File: src/rtl/sw_input_ctrl_pkg.sv
// Shared MMIO constants for the switch input controller.
// CPU load decoding and the bench reuse these constants.
package sw_input_ctrl_pkg;
  localparam logic [15:0] DATA_ADDR_DEF = 16'hFF00;
  localparam logic [15:0] STAT_ADDR_DEF = 16'hFF04;

  localparam int ST_NEMPTY  = 0;
  localparam int ST_FULL    = 1;
  localparam int ST_CNT_LSB = 2;
  localparam int ST_CNT_W   = 3;
  localparam int ST_OVF     = 5;
  localparam int ST_UDF     = 6;
endpackage

File: src/rtl/sw_input_ctrl_btn_debounce.sv
// Enter-button synchroniser and debouncer.
// Emits a one-cycle pulse on each accepted rising level.
module btn_debounce #(
  parameter int DEBOUNCE_CYCLES = 16
) (
  input  logic clk,
  input  logic rst_n,
  input  logic btn_i,
  output logic push_o
);
  localparam int CW = $clog2(DEBOUNCE_CYCLES) + 1;

  logic          s1_q, s2_q;
  logic          lvl_q, lvl_d;
  logic          prev_q;
  logic [CW-1:0] cnt_q, cnt_d;

  always_comb begin
    lvl_d = lvl_q;
    cnt_d = '0;
    if (s2_q != lvl_q) begin
      if (cnt_q == CW'(DEBOUNCE_CYCLES - 1)) begin
        lvl_d = ~lvl_q;
      end else begin
        cnt_d = cnt_q + CW'(1);
      end
    end
  end

  always_ff @(posedge clk or negedge rst_n) begin
    if (!rst_n) begin
      s1_q   <= 1'b0;
      s2_q   <= 1'b0;
      lvl_q  <= 1'b0;
      prev_q <= 1'b0;
      cnt_q  <= '0;
    end else begin
      s1_q   <= btn_i;
      s2_q   <= s1_q;
      lvl_q  <= lvl_d;
      prev_q <= lvl_q;
      cnt_q  <= cnt_d;
    end
  end

  // Built from registered state only, so the push strobe is glitch-free.
  assign push_o = lvl_q & ~prev_q;
endmodule

File: src/rtl/sw_input_ctrl.sv
// Board switch input path: debounced enter button pushes switch words into
// a small FIFO that the CPU drains over MMIO, with a sticky-error status port.
module sw_input_ctrl
  import sw_input_ctrl_pkg::*;
#(
  parameter int          DATA_W          = 16,
  parameter int          DEPTH           = 4,
  parameter int          DEBOUNCE_CYCLES = 16,
  parameter logic [15:0] DATA_ADDR       = DATA_ADDR_DEF,
  parameter logic [15:0] STAT_ADDR       = STAT_ADDR_DEF
) (
  input  logic                     clk,
  input  logic                     rst,
  input  logic [DATA_W-1:0]        sw_data,
  input  logic                     btn,
  input  logic [15:0]              read_address,
  input  logic                     read_enable,
  output logic [31:0]              read_data,
  output logic                     input_flag,
  output logic                     full,
  output logic [$clog2(DEPTH):0]   count
);
  localparam int AW = $clog2(DEPTH);
  localparam int CW = AW + 1;

  logic              push;
  logic [DATA_W-1:0] mem_q [DEPTH];
  logic [AW-1:0]     head_q, head_d, tail_q, tail_d;
  logic [CW-1:0]     count_q, count_d;
  logic              ovf_q, ovf_d, udf_q, udf_d;
  logic              empty, full_w;
  logic              data_rd, stat_rd, pop, push_ok, ovf_evt, udf_evt;
  logic [31:0]       status;

  btn_debounce #(.DEBOUNCE_CYCLES(DEBOUNCE_CYCLES)) u_deb (
    .clk    (clk),
    .rst_n  (rst),
    .btn_i  (btn),
    .push_o (push)
  );

  assign empty   = (count_q == '0);
  assign full_w  = (count_q == CW'(DEPTH));
  assign data_rd = read_enable && (read_address == DATA_ADDR);
  assign stat_rd = read_enable && (read_address == STAT_ADDR);
  assign pop     = data_rd && !empty;
  assign udf_evt = data_rd && empty;
  // A pop in the same cycle frees the slot, so a push while full still lands.
  assign push_ok = push && (!full_w || pop);
  assign ovf_evt = push && full_w && !pop;

  always_comb begin
    head_d  = head_q;
    tail_d  = tail_q;
    count_d = count_q;
    if (pop)     head_d = head_q + 1'b1;
    if (push_ok) tail_d = tail_q + 1'b1;
    if (push_ok && !pop)      count_d = count_q + CW'(1);
    else if (!push_ok && pop) count_d = count_q - CW'(1);
    ovf_d = ovf_evt ? 1'b1 : (stat_rd ? 1'b0 : ovf_q);
    udf_d = udf_evt ? 1'b1 : (stat_rd ? 1'b0 : udf_q);
  end

  always_ff @(posedge clk or negedge rst) begin
    if (!rst) begin
      head_q  <= '0;
      tail_q  <= '0;
      count_q <= '0;
      ovf_q   <= 1'b0;
      udf_q   <= 1'b0;
    end else begin
      head_q  <= head_d;
      tail_q  <= tail_d;
      count_q <= count_d;
      ovf_q   <= ovf_d;
      udf_q   <= udf_d;
    end
  end

  always_ff @(posedge clk) begin
    if (push_ok) mem_q[tail_q] <= sw_data;
  end

  always_comb begin
    status                            = '0;
    status[ST_NEMPTY]                 = !empty;
    status[ST_FULL]                   = full_w;
    status[ST_CNT_LSB +: ST_CNT_W]    = ST_CNT_W'(count_q);
    status[ST_OVF]                    = ovf_q;
    status[ST_UDF]                    = udf_q;
    read_data = '0;
    if (read_address == DATA_ADDR) begin
      if (!empty) read_data = 32'(mem_q[head_q]);
    end else if (read_address == STAT_ADDR) begin
      read_data = status;
    end
  end

  assign input_flag = !empty;
  assign full       = full_w;
  assign count      = count_q;
endmodule

File: config.mk
export PLATFORM = sky130hd
export DESIGN_NAME = sw_input_ctrl
export DESIGN_NICKNAME = d
export VERILOG_FILES = /design/src/rtl/sw_input_ctrl_pkg.sv /design/src/rtl/sw_input_ctrl_btn_debounce.sv /design/src/rtl/sw_input_ctrl.sv
export SDC_FILE = /design/constraint.sdc
export NUM_CORES = 1
export LEC_CHECK = 0
export ABC_AREA = 1
export BUFFER_PORTS_ARGS = -buffer_cell sky130_fd_sc_hd__buf_4
export CAP_MARGIN = 20
export CORE_ASPECT_RATIO = 0.75
export CORE_MARGIN = 4
export CORE_UTILIZATION = 59
export DETAILED_ROUTE_END_ITERATION = 8
export PLACE_DENSITY = 0.85
export SLEW_MARGIN = 25
export SYNTH_ARGS = -nofsm -noshare
export SYNTH_HDL_FRONTEND = slang
export SYNTH_SLANG_ARGS = --single-unit
export TNS_END_PERCENT = 10
File: constraint.sdc
create_clock -name clk -period 5.3 [get_ports clk]
set_input_delay 1.325 -clock clk [delete_from_list [all_inputs] [get_ports clk]]
set_output_delay 1.325 -clock clk [all_outputs]
set_load 0.02 [all_outputs]
==> impl_metrics.tcl, run 1 <==
set metrics [dict create \
    status "complete, no violations" \
    wl_mm 6.99 \
    cp_max_fo 12 \
    setup_slack_ps 1470 \
    power_density_nw_per_um2 275 \
    syn_to_final_growth_pct 16.8 \
    drtPass1Iterations 4 \
    cts_max_level 3 \
    grt_pass1_wl_mm 11.3 \
    relSlewSlack_pct 34.6 \
    start_util_pct 61.9 \
    synthTopCellsByArea "edfxtp_1 (53%), dfrtp_1 (12%), nor2_1 (6.4%), o21ai_0 (3.8%), nand2_1 (3.7%)" \
    slowest_delay_ps 170 \
    fin_crit_ps 3830 \
    worstMarginPinSlew_ps 980 \
    viasPerCell 5.20 \
    fp.dieH_um 76.1 \
    overflow 0 \
    die_w_um 98.7 \
    ctsResizeCount 0 \
    drv_cap 0 \
    path_common_cell "buf_4" \
    timing.setup.tns_ps 0 \
    fin_crit_sh_pct 72.3 \
    netlist_area_um2 3640 \
    gp_congestion 0.799 \
    fmax_mhz 261 \
    hold_viol_final 0 \
    clk_latency_ps 340 \
    yosys_warnings 0 \
    drt_drc_violations_left 0 \
    skew_ps 9.47 \
    final_common_cell "edfxtp_1" \
    synth_cell_types 32 \
    clock-sinks 82 \
    report.final.slew_viol_count 0 \
    path_cells "buf_4 -> nor2_1 -> nand2_1 -> nor2_2 -> nand2_2 -> nor2_8 -> inv_2 -> a21oi_2 -> buf_4" \
    drtIter0Drc 214 \
    grt_use_total_pct 19.6 \
    synth-seq-cells 82 \
    antenna_left 0 \
    synth_top_area_share_pct 52.7 \
    worst-r2r-cell-count 8 \
    finalSetupViolations 0 \
    final_nets 422 \
    diodes 0 \
    cp.required_ps 3970 \
    synth_seq_area_share_pct 65.1 \
    io_pins 73 \
    worstPathArrival_ps 2510 \
    final_cell_mix "edfxtp_1 (64), nor2_1 (59), buf_4 (58)" \
    clk_path_buf_depth 2 \
    synth_top_area_cell "edfxtp_1" \
    cts_tree "done" \
    clk_pin_slew_ps 70 \
    peakVddDrop_v 0.000184 \
    postCtsSetupBuffers 0 \
    vias 2402 \
    hpwl_mm 4.69 \
    p_total_mw 1.17 \
    clock_tree.root_cell "clkbuf_8" \
    core_area_um2 5890 \
    synth_cells 322 \
    worst_path_max_delay_cell "inv_2" \
    wl_per_cell_um 15.1 \
    post-place-ws_ps 1480 \
    crit_path_end_kind "output port" \
    critical_path_class "in -> out" \
    p_leak_nw 1.74 \
    rsz0062_at_grt "false" \
    grt_max_degree 35 \
    hold_class "reg -> reg" \
    drive_above_1_share_pct 26.8 \
    antenna_found_initial 0 \
    portBuffers 56 \
    grt_pass1_vias 2407 \
    cts_buffers 9 \
    die-area_um2 7510 \
    critPathLaunchType "primary input" \
    hold_buffers 0 \
    whs_path_depth 0 \
    avgSynthCellArea_um2 11.3 \
    num_rows 24 \
]
-- report_power, final --
group,leakage (nW),internal (mW),switching (mW)
sequential,0.814,0.696,0.00189
combinational,0.829,0.0198,0.0263
clock,0.102,0.223,0.201
total,1.74,0.939,0.229
-- cell usage after synthesis --
master    number
nor2_2         2
a21oi_2        9
fa_1           1
nor2_1        62
buf_2          8
nand2_1       36
inv_2         11
nor3_4         1
xnor2_1        2
a21oi_1        3
and3_1         1
nor2_8         1
nand2_2        2
mux2_1         1
clkbuf_1       2
dfrtp_1       18
o21ai_0       28
o22ai_1        4
xor2_1         3
buf_4         16
nand3b_1       1
nor3_2         1
inv_1         12
o22a_1         3
ha_1           6
o21ai_2        1
edfxtp_1      64
o21ai_1       10
nor3_1         1
nand3_1       10
buf_6          1
conb_1         1
-- state kept, by name, summed over array words and instances, names as in the netlist --
| register | flops |
|---|---|
| count | 3 |
| mem_q | 64 |
| u_deb.cnt_q | 5 |
| udf_q | 1 |
| tail_q | 2 |
| ovf_q | 1 |
| head_q | 2 |
| u_deb.prev_q | 1 |
| u_deb.s1_q | 1 |
| u_deb.s2_q | 1 |
| u_deb.lvl_q | 1 |
-- routing by layer --
metal | track usage, % | vias to the layer above | part of all wire [%]
met5 | 0 | - | 0
met4 | 8.87 | 0 | 1.9
met3 | 5.58 | 11 | 7.7
met2 | 32.2 | 83 | 51
met1 | 24.0 | 1130 | 40
li1 | - | 1178 | -
-- cell type report --
class / count / area [µm²]
inverters: 23 / 86.3
fillers: 424 / 1630
well taps: 78 / 97.6
multi-input cells: 205 / 1070
clock buffers: 14 / 184
flip-flops and latches: 82 / 2370
repair buffers: 58 / 435
clock inverters: 2 / 10.0
-- through the flow --
step / hold WS [ps] / cells / util, % / area (µm²)
finish: 359 / 462 / 72.3 / 4260
global route: 379 / 462 / 72.3 / 4260
CTS: 363 / 462 / 72.3 / 4260
detailed placement: 345 / 446 / 69.0 / 4060
global placement: 331 / 446 / 69.0 / 4060
floorplan: 331 / 337 / - / 3700
-- final timing paths --
check,start,to,slack (ps)
min in group asynchronous,rst,head_q[1]$_DFFE_PN0P_,840
max in group asynchronous,rst,u_deb.cnt_q[0]$_DFF_PN0_,4260
hold reg to reg,u_deb.s1_q$_DFF_PN0_,u_deb.s2_q$_DFF_PN0_,360
hold / removal,u_deb.s1_q$_DFF_PN0_,u_deb.s2_q$_DFF_PN0_,360
setup / recovery,read_address[1],read_data[9],1470
setup reg to reg,count[1]$_DFFE_PN0P_,count[1]$_DFFE_PN0P_,3090
-- logic make-up (layout without fill, tap and decap cells) --
logic type | Yosys count | in the layout | share of synthesized area (%)
XOR/XNOR | 5 | 5 | 1.20
AND/OR/NAND/NOR | 118 | 118 | 13.9
AO/OA/AOI/OAI | 58 | 58 | 9.44
adder cells (fa/ha/maj) | 7 | 7 | 2.61
multiplexers | 1 | 1 | 0.309
other | 1 | 16 | 0.103
buffers and inverters | 50 | 97 | 7.28
flip-flops | 82 | 82 | 65.1
-- worst max-delay path: cells and delay by family --
family / cells / cell delay (ps)
simple gates: 5 / 580
buf+inv: 3 / 430
compound gates: 1 / 170
No activity file was read; power rests on OpenSTA's default activity.
==> run 2: changes to the inputs <==
- CORE_UTILIZATION: 59 -> 49
- PLACE_DENSITY: 0.85 -> 0.75
- clock period: 5.3 -> 3.2 ns (I/O delays scaled with it)
==> run 2 against run 1 <==
  * Cell area rose by 1.6%
  * Critical path depth unchanged
  * Core utilization down 11 points
  * Setup slack worse by 1100 ps
  * Critical endpoint is now read_data[11]
  * Critical path type unchanged
  * Register-to-register slack got worse by 2100 ps
  * First-iteration DRC count decreased by 40%
==> impl_metrics.tcl, run 2 (synthesis gave the netlist of run 1 again) <==
set metrics [dict create \
    hold_slack_ps 312 \
    antenna_left 0 \
    critPathLaunchType "primary input" \
    peakVddDrop_v 0.000247 \
    final_common_cell "edfxtp_1" \
    die_w_um 108 \
    setup_slack_ps 368 \
    drtPass1Iterations 4 \
    timing.setup.tns_ps 0 \
    p_int_mw 1.62 \
    p_leak_nw 1.77 \
    seq_power_share_pct 57.3 \
    wl_per_cell_um 14.5 \
    cts_max_level 3 \
    syn_to_final_growth_pct 18.7 \
    critical_path_class "in -> out" \
    fp.dieH_um 82.7 \
    cts_tree "done" \
    finalSetupViolations 0 \
    clk_latency_ps 350 \
    relSlewSlack_pct 66.3 \
    start_util_pct 51.9 \
    largest_register_ffs 64 \
    drv_cap 0 \
    clk_path_buf_depth 2 \
    clock-sinks 82 \
    hold_buffers 0 \
    final_cell_mix "edfxtp_1 (64), nor2_1 (62), buf_4 (62)" \
    overflow 0 \
    hold_class "in -> async" \
    p_total_mw 2.02 \
    cp_max_fo 12 \
    report.final.slew_viol_count 0 \
    largest_register "mem_q" \
    dpl.cell_count 470 \
    die-area_um2 8890 \
    cp.required_ps 2400 \
    grt_max_degree 35 \
    grt_pass1_wl_mm 11.0 \
    core_area_um2 7030 \
    fin_util_pct 61.6 \
    viasPerCell 4.82 \
    placedInstanceArea_um2 4110 \
    hold_viol_final 0 \
    io_pins 73 \
    portBuffers 56 \
    postCtsSetupBuffers 0 \
    drtIter0Drc 129 \
    final_nets 426 \
    fmax_mhz 353 \
    drt_drc_violations_left 0 \
    ctsResizeCount 0 \
    status "complete, no violations" \
    swShare_pct 19.6 \
    fin_crit_sh_pct 88.5 \
    hpwl_mm 4.84 \
    stdcell_count 486 \
    num_rows 26 \
    diodes 0 \
    skew_ps 4.79 \
    worstPathArrival_ps 2030 \
    vias 2341 \
    fin_crit_ps 2830 \
    p_sw_mw 0.395 \
    post-place-ws_ps 367 \
    comb_power_share_pct 3.8 \
    rsz0062_at_grt "false" \
    clock_tree.root_cell "clkbuf_8" \
    grt_use_total_pct 16.7 \
    wl_mm 7.04 \
    clk_pin_slew_ps 70 \
    final_area_um2 4330 \
    crit_path_end_kind "output port" \
    gp_congestion 0.806 \
    worstMarginPinSlew_ps 505 \
    grt_pass1_vias 2248 \
    drive_above_1_share_pct 27.1 \
    power_density_nw_per_um2 466 \
    cts_buffers 9 \
    antenna_found_initial 0 \
    pwr-share-clk_pct 39.0 \
]
-- run 2: layout make-up --
class                      count  area [µm²]
sequential                    82        2370
fill                         575        2700
timing repair buffer          62         465
tap                           98         123
inverter                      23        86.3
clock buffer                   9         124
multi-input combinational    205        1060
clock inverter                 7        92.6
-- run 2: metal layers --
metal  vias up  wire [µm]  GRT usage, %  part of all wire, %
met3         9        464          6.06                  6.6
met5         -          0             0                    0
met4         0         80          4.79                  1.1
li1       1177          -             -                    -
met2        67       3520          28.8                   50
met1      1088       2980          20.1                   42
-- run 2: final timing paths --
kind / startpoint / endpoint / slack (ps) / cells after the start
max reg2reg: count[0]$_DFFE_PN0P_ / count[1]$_DFFE_PN0P_ / 950 / 8
max: read_address[1] / read_data[11] / 370 / 9
max in group asynchronous: rst / count[1]$_DFFE_PN0P_ / 2690 / 1
min reg2reg: u_deb.s1_q$_DFF_PN0_ / u_deb.s2_q$_DFF_PN0_ / 350 / 0
min in group clk: u_deb.s1_q$_DFF_PN0_ / u_deb.s2_q$_DFF_PN0_ / 350 / 0
min: rst / count[0]$_DFFE_PN0P_ / 310 / 1
-- run 2: power groups by stage --
stage	clock network (mW)	logic, mW	registers (mW)
after floorplan	0	0.0429	1.18
after global placement	0	0.0736	1.18
after detailed placement	0	0.0758	1.18
after CTS	0.804	0.0759	1.16
after global routing	0.858	0.0852	1.16
final	0.786	0.0757	1.16
-- run 2: worst max-delay path, stage by stage --
cell and delay, ps:
buf_4 110, nor2_1 140, nand2_1 80, nor2_2 130, nand2_2 120, nor2_8 140, inv_2 160, a21oi_2 180
buf_4 160
